File: src/rtl/al_accel_wload.sv
// ---------------------------------------------------------------------------
// al_accel_wload
//
// Weight loader between a SoC byte source (bus / DMA) and the accelerator's
// 3-lane, 8-bit weight register. Bytes arrive over a valid/ready handshake
// and are packed three at a time into one weight row: lane 0 takes the first
// byte, lane 1 the second and lane 2 the third. Each completed row is offered
// to the weight register with a load enable that is gated by the
// accelerator's ready. This repeats for a programmed number of rows, and then
// a one-cycle done pulse is raised.
//
// Ports
//   clk        in   1      system clock, rising edge
//   reset      in   1      asynchronous, active-high reset
//   start      in   1      one-cycle load request, honoured only when idle
//   num_rows   in   CNT_W  rows to load, sampled with an accepted start
//   busy       out  1      loader is not idle
//   done       out  1      one-cycle pulse at the end of a load
//   s_data     in   8      weight byte from the source
//   s_valid    in   1      s_data is valid
//   s_ready    out  1      loader accepts a byte this cycle
//   wreg_do_0  out  8      lane 0 weight (first byte of a row)
//   wreg_do_1  out  8      lane 1 weight (second byte of a row)
//   wreg_do_2  out  8      lane 2 weight (third byte of a row)
//   wreg_enb   out  1      load enable to the weight register
//   acc_ready  in   1      accelerator permits a weight load this cycle
//   row_idx    out  CNT_W  index of the row being collected or issued
// ---------------------------------------------------------------------------
module al_accel_wload #(
  parameter int CNT_W = 8
) (
  input  logic             clk,
  input  logic             reset,
  input  logic             start,
  input  logic [CNT_W-1:0] num_rows,
  output logic             busy,
  output logic             done,
  input  logic [7:0]       s_data,
  input  logic             s_valid,
  output logic             s_ready,
  output logic [7:0]       wreg_do_0,
  output logic [7:0]       wreg_do_1,
  output logic [7:0]       wreg_do_2,
  output logic             wreg_enb,
  input  logic             acc_ready,
  output logic [CNT_W-1:0] row_idx
);

  typedef enum logic [1:0] {
    ST_IDLE    = 2'd0,
    ST_COLLECT = 2'd1,
    ST_ISSUE   = 2'd2,
    ST_DONE    = 2'd3
  } state_t;

  state_t           r_state;
  state_t           w_state_nxt;

  logic [1:0]       r_byte_cnt;
  logic [CNT_W-1:0] r_num_rows;
  logic [CNT_W-1:0] r_row_idx;
  logic [7:0]       r_lane0;
  logic [7:0]       r_lane1;
  logic [7:0]       r_lane2;

  logic             w_start_load;
  logic             w_start_empty;
  logic             w_accept;
  logic             w_row_full;
  logic             w_issue_fire;
  logic             w_last_row;

  // A start is only looked at in IDLE; a zero row count skips straight to
  // DONE so the caller still gets its completion pulse.
  assign w_start_load  = (r_state == ST_IDLE) && start && (num_rows != '0);
  assign w_start_empty = (r_state == ST_IDLE) && start && (num_rows == '0);

  // s_ready is a pure function of state, so the handshake is simply
  // s_valid qualified by being in COLLECT.
  assign w_accept     = s_valid && (r_state == ST_COLLECT);
  assign w_row_full   = w_accept && (r_byte_cnt == 2'd2);
  assign w_issue_fire = (r_state == ST_ISSUE) && acc_ready;

  // The latched count is never zero during a load, so the subtraction
  // cannot underflow; row_idx therefore stops at num_rows-1 and never wraps.
  assign w_last_row = (r_row_idx == (r_num_rows - CNT_W'(1)));

  // -------------------------------------------------------------------------
  // State register
  // -------------------------------------------------------------------------
  always_ff @(posedge clk or posedge reset) begin
    if (reset) begin
      r_state <= ST_IDLE;
    end else begin
      r_state <= w_state_nxt;
    end
  end

  // -------------------------------------------------------------------------
  // Next-state and output decode
  // -------------------------------------------------------------------------
  always_comb begin
    w_state_nxt = r_state;
    busy        = 1'b1;
    done        = 1'b0;
    s_ready     = 1'b0;
    wreg_enb    = 1'b0;

    unique case (r_state)
      ST_IDLE: begin
        busy = 1'b0;
        if (w_start_load) begin
          w_state_nxt = ST_COLLECT;
        end else if (w_start_empty) begin
          w_state_nxt = ST_DONE;
        end
      end

      ST_COLLECT: begin
        s_ready = 1'b1;
        if (w_row_full) begin
          w_state_nxt = ST_ISSUE;
        end
      end

      ST_ISSUE: begin
        // The enable follows acc_ready combinationally so the weight
        // register loads in exactly the cycle the accelerator allows it.
        wreg_enb = acc_ready;
        if (w_issue_fire) begin
          w_state_nxt = w_last_row ? ST_DONE : ST_COLLECT;
        end
      end

      ST_DONE: begin
        done        = 1'b1;
        w_state_nxt = ST_IDLE;
      end

      default: begin
        w_state_nxt = ST_IDLE;
      end
    endcase
  end

  // -------------------------------------------------------------------------
  // Load bookkeeping: latched row count, row index and byte position
  // -------------------------------------------------------------------------
  always_ff @(posedge clk or posedge reset) begin
    if (reset) begin
      r_num_rows <= '0;
      r_row_idx  <= '0;
      r_byte_cnt <= 2'd0;
    end else begin
      if (w_start_load) begin
        // num_rows is captured once here; later changes on the port are
        // irrelevant for the rest of the load.
        r_num_rows <= num_rows;
        r_row_idx  <= '0;
        r_byte_cnt <= 2'd0;
      end else if (w_accept) begin
        r_byte_cnt <= (r_byte_cnt == 2'd2) ? 2'd0 : (r_byte_cnt + 2'd1);
      end

      if (w_issue_fire && !w_last_row) begin
        r_row_idx <= r_row_idx + CNT_W'(1);
      end
    end
  end

  // -------------------------------------------------------------------------
  // Lane registers
  // -------------------------------------------------------------------------
  // Each accepted byte goes straight into its lane, so between bytes the
  // lanes mix the new row with the previous one. That is harmless because
  // the weight register only loads under wreg_enb, and during ISSUE no byte
  // is accepted, so the lanes are stable for the whole issue window.
  always_ff @(posedge clk or posedge reset) begin
    if (reset) begin
      r_lane0 <= 8'h00;
      r_lane1 <= 8'h00;
      r_lane2 <= 8'h00;
    end else if (w_accept) begin
      unique case (r_byte_cnt)
        2'd0:    r_lane0 <= s_data;
        2'd1:    r_lane1 <= s_data;
        2'd2:    r_lane2 <= s_data;
        default: ;
      endcase
    end
  end

  assign wreg_do_0 = r_lane0;
  assign wreg_do_1 = r_lane1;
  assign wreg_do_2 = r_lane2;
  assign row_idx   = r_row_idx;

endmodule

File: config.mk
export PLATFORM = sky130hd
export DESIGN_NAME = al_accel_wload
export DESIGN_NICKNAME = d
export VERILOG_FILES = /design/src/rtl/al_accel_wload.sv
export SDC_FILE = /design/constraint.sdc
export NUM_CORES = 1
export LEC_CHECK = 0
export ABC_CLOCK_PERIOD_IN_PS = 2300
export BUFFER_PORTS_ARGS = -buffer_cell sky130_fd_sc_hd__buf_2
export CORE_MARGIN = 4
export CORE_UTILIZATION = 47
export DETAILED_ROUTE_END_ITERATION = 12
export PLACE_DENSITY = 0.72
export SLEW_MARGIN = 20
export SYNTH_ARGS = -nofsm -noshare
export SYNTH_HDL_FRONTEND = slang
export SYNTH_SLANG_ARGS = --single-unit
File: constraint.sdc
create_clock -name clk -period 2.3 [get_ports clk]
set_clock_uncertainty 0.15 [all_clocks]
set_input_delay 0.575 -clock clk [delete_from_list [all_inputs] [get_ports clk]]
set_output_delay 0.575 -clock clk [all_outputs]
set_load 0.01 [all_outputs]
## Word-level counts from Yosys, hierarchy flattened

Cells that the tools add are included.

- Bits in registers: 44
- Bits in latches: 0
- Memory bits (writable): 0
- Memory bits (read-only): 0
- Input port bits: 21
- Output and inout port bits: 36
- Memories: 0

- Add/sub/neg operators: 3
- Multiply operators: 0
- Divide/modulo/power cells: 0
- $lt $le $gt $ge: 0
- Equal/unequal tests: 9
- Shift operators: 0
- Multiplexer cells: 15
- Bitwise operators: 0
- Reductions and logical operators: 18

Operators with widths:

| cell | number |
|---|---|
| $mux 2 | 8 |
| $mux 8 | 2 |
| $add 8x1->8 const B | 1 |
| $eq 8x8->1 | 1 |
| $logic_not 8->1 | 1 |
| $pmux 2 s4 | 1 |
| $reduce_bool 8->1 | 1 |
| $sub 8x1->8 const B | 1 |
| $logic_and 1x1->1 | 7 |
| $eq 2x2->1 const B | 3 |
| $reduce_and 2->1 | 3 |
| $eq 2x1->1 const B | 2 |
| $logic_not 2->1 | 2 |
| $mux 1 | 4 |
| $ne 2x2->1 const B | 2 |
| $reduce_bool 2->1 | 2 |
| $ne 3x3->1 const B | 1 |
| $reduce_and 3->1 | 1 |
| $add 2x1->2 const B | 1 |
| $logic_not 1->1 | 1 |

## Longest topological paths before layout

- Depth after elaboration: 6
- Mapped depth: 9
- Mapped depth without buffers: 9

## Worst setup path after synthesis

Ideal clock, no wire load.

- Path kind: input to register
- From: input port num_rows[4]
- To: register r_num_rows[7]
- Arrival: 1.897 ns
- Required time: 2.022 ns
- Path slack: 0.126 ns
- Stages: 5
- Path buffers: 1
- Cells stage by stage: or4_1 nor2_1 nor4b_4 clkbuf_1 mux2_1

- Cells in the longest elaborated chain, start to end: 2

RTL lines:

| element | RTL line | text |
|---|---|---|
| start, declared | 35 | `input logic [CNT_W-1:0] num_rows,` |
| $reduce_bool 8->1 | 75 | `assign w_start_load = (r_state == ST_IDLE) && start && (num_rows != '0);` |
| $logic_and 1x1->1 | 75 |  |
| end signal, assigned | 158 | `r_num_rows <= num_rows;` |
| end, declared | 60 | `logic [CNT_W-1:0] r_num_rows;` |

No other way between the ends.
A chain may end at the register's enable or synchronous reset.

## Worst setup path in the final report

- From: register r_num_rows[1]
- To: register r_row_idx[1] (netlist: row_idx[1])

- Cells in the longest elaborated chain, start to end: 5
- Elaborated cells between the ends (all ways): 6
- Those cells by class: add/sub: 1; eq/ne: 1; mux: 1; reduce/logical: 3

RTL lines:

| element | RTL line | text |
|---|---|---|
| $sub 8x1->8 (*) | 86 | `assign w_last_row = (r_row_idx == (r_num_rows - CNT_W'(1)));` |
| $eq 8x8->1 (*) | 86 |  |
| $logic_not 1->1 (*) | 165 | `if (w_issue_fire && !w_last_row) begin` |
| $logic_and 1x1->1 (*) | 165 |  |
| $mux 8 or $reduce_bool 2->1 (tied branches) | n/a |  |
| end signal, assigned | 166 | `r_row_idx <= r_row_idx + CNT_W'(1);` |
| end, declared | 61 | `logic [CNT_W-1:0] r_row_idx;` |

Every way passes the cells marked *; elsewhere a longest branch is shown, timed or not.

==> results by group <==
Floorplanning
  – Die Wd: around 76 um
  – Total I/O pin count: 57
  – Row count: 24
  – Initial Util: ~50%
  – Die area: roughly 0.0057 mm2
  – Core area: roughly 0.0044 mm2
  – Chip Height: about 76 um

Synth
  – Synth Area per Inst: between 10 and 15 um2
  – Top post-synthesis cells by area: dfrtp_1 (51%), mux2_2 (15%), o21ai_2 (3.7%)
  – Number of flops mapped to enable cells by yosys: 0
  – Seq/Total Area, Yosys: about 50%
  – Unique masters post-synth: 37
  – Count of yosys warnings during synthesis: 0
  – Post-synth top cells: dfrtp_1 (44), mux2_2 (29), nor2_1 (14)
  – Most frequent cell after synthesis: dfrtp_1
  – Synth area leader: dfrtp_1
  – Largest family of logic cells by synthesized area: multiplexers
  – Post-Syn Area: ~0.0022 mm2
  – Complex-gate fraction of the synthesized area: 10.1%
  – Post-Synth XOR/XNOR Area: roughly 5.6%
  – Synth Flop Type: dfrtp_1
  – Cell count after synthesis: roughly 180
  – Post-Synth Adder-Cell Area: about 1.2%
  – Post-synthesis simple-gate area fraction: around 14%
  – Multiplexer share of the synthesized area: 15.7%
  – Net Count, Synth: 207
  – Synth Register Bits: between 40 and 50
  – Yosys top cell area share: just over 50%
  – Ys async rst share: 100%

Global routing
  – Largest net degree at the start of global routing: 27
  – Number of global-route vias before repair: ~1500
  – GR Util All Layers: between 10% and 20%
  – Gr ovfl total: 0
  – Antenna violations before repair: 0
  – First-pass GRT wire length: 7140 um

STA
  – Final setup viols: 0
  – Final Hold Fails: 0
  – Final worst path period share: about 94%
  – Minimum clock period: 2.17 ns
  – Worst rel slew slack: 46.9%
  – RSZ-0062 raised after global routing: false
  – Worst-Margin Slew: between 0.7 and 0.8 ns
  – Setup slack after layout: roughly 0.13 ns
  – Fmax: roughly 460 MHz
  – Hold WS: 0.160 ns
  – Max-slew violations: 0

Routing
  – Routed Antenna Nets: 0
  – Via count: 1569
  – Routed Wire Length: around 4400 um
  – Post-DR wirelength/cell: ~14 um
  – Starting DRC count in detailed routing: 100
  – DR vias/cell: around 5
  – First-pass iteration count of the detailed router: 4
  – # DRC: 0

Power
  – Power, Total: between 3 and 4 mW
  – Leak: 1.26 nW
  – Worst vdd ir: 0.837 mV
  – Power Density: about 1300 mW/mm2

Clocking
  – Max Buffers Root-to-Sink: 2
  – CTS sink cnt: 44
  – Hold-fix buffer count after cts: 0
  – H-tree levels: 2
  – Postcts setup bufs: 0
  – Clock Latency Late Sink: around 0.30 ns
  – Clock-pin slew on the worst setup and hold paths: about 0.080 ns
  – Num CTS Buffers: 5
  – CTS tree: yes
  – Root Driver: clkbuf_8

Critical path
  – Worst-path fanout max: 9
  – Worst flop-to-flop path startpoint: r_num_rows[1]
  – Worst Path Arrival: about 2.2 ns
  – Crit end category: flop
  – R2R depth: 9
  – Worst R2R End: row_idx[1]
  – Reg2reg setup slack: 0.13 ns
  – CP endpoint: row_idx[1]
  – Crit Path Class: flop to flop
  – Worst setup SP type: flop
  – Worst Setup SP: r_num_rows[1]
  – Critical Path RT: 2.34 ns

Final layout
  – Final Cell Area: around 0.0027 mm2
  – Ant. Diodes: 0
  – Final #Nets: 277
  – Layout Cells excl Fill: 306
  – Synth-to-Final Area Change: 23.8%
  – Share of cells above drive strength 1: a little under 50%

Place
  – Post-DP Area: about 0.0026 mm2
  – # port buffers: 56
  – DP HPWL: 3480 um
  – Dpl cells: about 300
  – GPL Wtd Cong: between 0.7 and 0.8
  – DP Worst Slack: -0.0184 ns

Run
  – Max cap viols: 0

Run status
  – Status: completed

Hold path
  – Worst hold path type: input port to async pin
-- flip-flops by register name (all words and copies together) (netlist names) --
signal	count
wreg_do_0	8
row_idx	8
r_num_rows	8
wreg_do_1	8
wreg_do_2	8
r_state	2
r_byte_cnt	2
-- critical path, cell delays in order, from the launching register on --
cell     delay [ns]
dfrtp_1        0.40
inv_1          0.08
ha_1           0.20
nor3b_2        0.19
xnor2_1        0.14
nand4_1        0.18
o21ai_2        0.20
o31ai_4        0.11
buf_12         0.15
o31ai_1        0.26
-- final cells by class --
cell class | instances | area, um2
clock buffer | 5 | 68.8
clock inverter | 2 | 12.5
fill | 360 | 1740
inverter | 13 | 48.8
multi-input combinational | 124 | 1010
sequential | 44 | 1100
tap | 52 | 65.1
timing repair buffer | 66 | 368
-- power by group --
| part | total [mW] | internal, mW | switching, mW |
|---|---|---|---|
| combinational | 1.54 | 0.802 | 0.739 |
| sequential | 1.37 | 1.11 | 0.253 |
| clock | 0.461 | 0.206 | 0.255 |
-- metal layers --
metal	share of wire [%]	wire length [um]	vias up	global-route usage, %
met5	0	0	-	0
met4	1.3	57	0	6.41
li1	-	-	781	-
met1	45	1980	755	22.8
met2	49	2190	28	25.6
met3	4.6	203	5	3.96
-- worst min path at each step --
stage             startpoint       endpoint  slack [ns]  depth (start not counted)
3_3_place_gp    wreg_do_0[0]   wreg_do_0[0]        0.33                          1
4_1_cts                reset     row_idx[3]        0.17                          3
6_report               reset     row_idx[3]        0.16                          3
5_1_grt                reset  r_num_rows[5]        0.19                          3
2_1_floorplan  r_num_rows[7]  r_num_rows[7]        0.37                          1
3_5_place_dp    wreg_do_0[2]   wreg_do_0[2]        0.34                          1
-- placed cells by master (no fill, tap or decap), drive strengths merged, types with 5 or more instances in the layout --
| cell type | instances |
|---|---|
| buf | 66 |
| dfrtp | 44 |
| mux2 | 30 |
| o21ai | 17 |
| nor2 | 14 |
| inv | 13 |
| nand2 | 10 |
| xnor2 | 9 |
| clkbuf | 5 |
-- repair_timing --
action                     4_1_cts  5_1_grt
setup endpoints to repair        0        9
gates resized for setup          0        2
hold endpoints to repair         0        0
-- through the flow --
stage / util (%) / setup TNS [ns]
after CTS: 60.3 / 0
after detailed placement: 58.4 / -0.0404
after global routing: 60.5 / 0
after floorplan: - / 0
after global placement: 58.4 / 0
final: 60.5 / 0
-- logic make-up (layout without fill, tap and decap cells) --
kind of cell | Yosys count | after routing
mux | 30 | 30
flops | 44 | 44
fa+ha+maj | 2 | 2
compound gates | 29 | 29
simple gates | 50 | 50
buf+inv | 16 | 86
xor+xnor | 13 | 13
(Power assumes the default switching activity.)
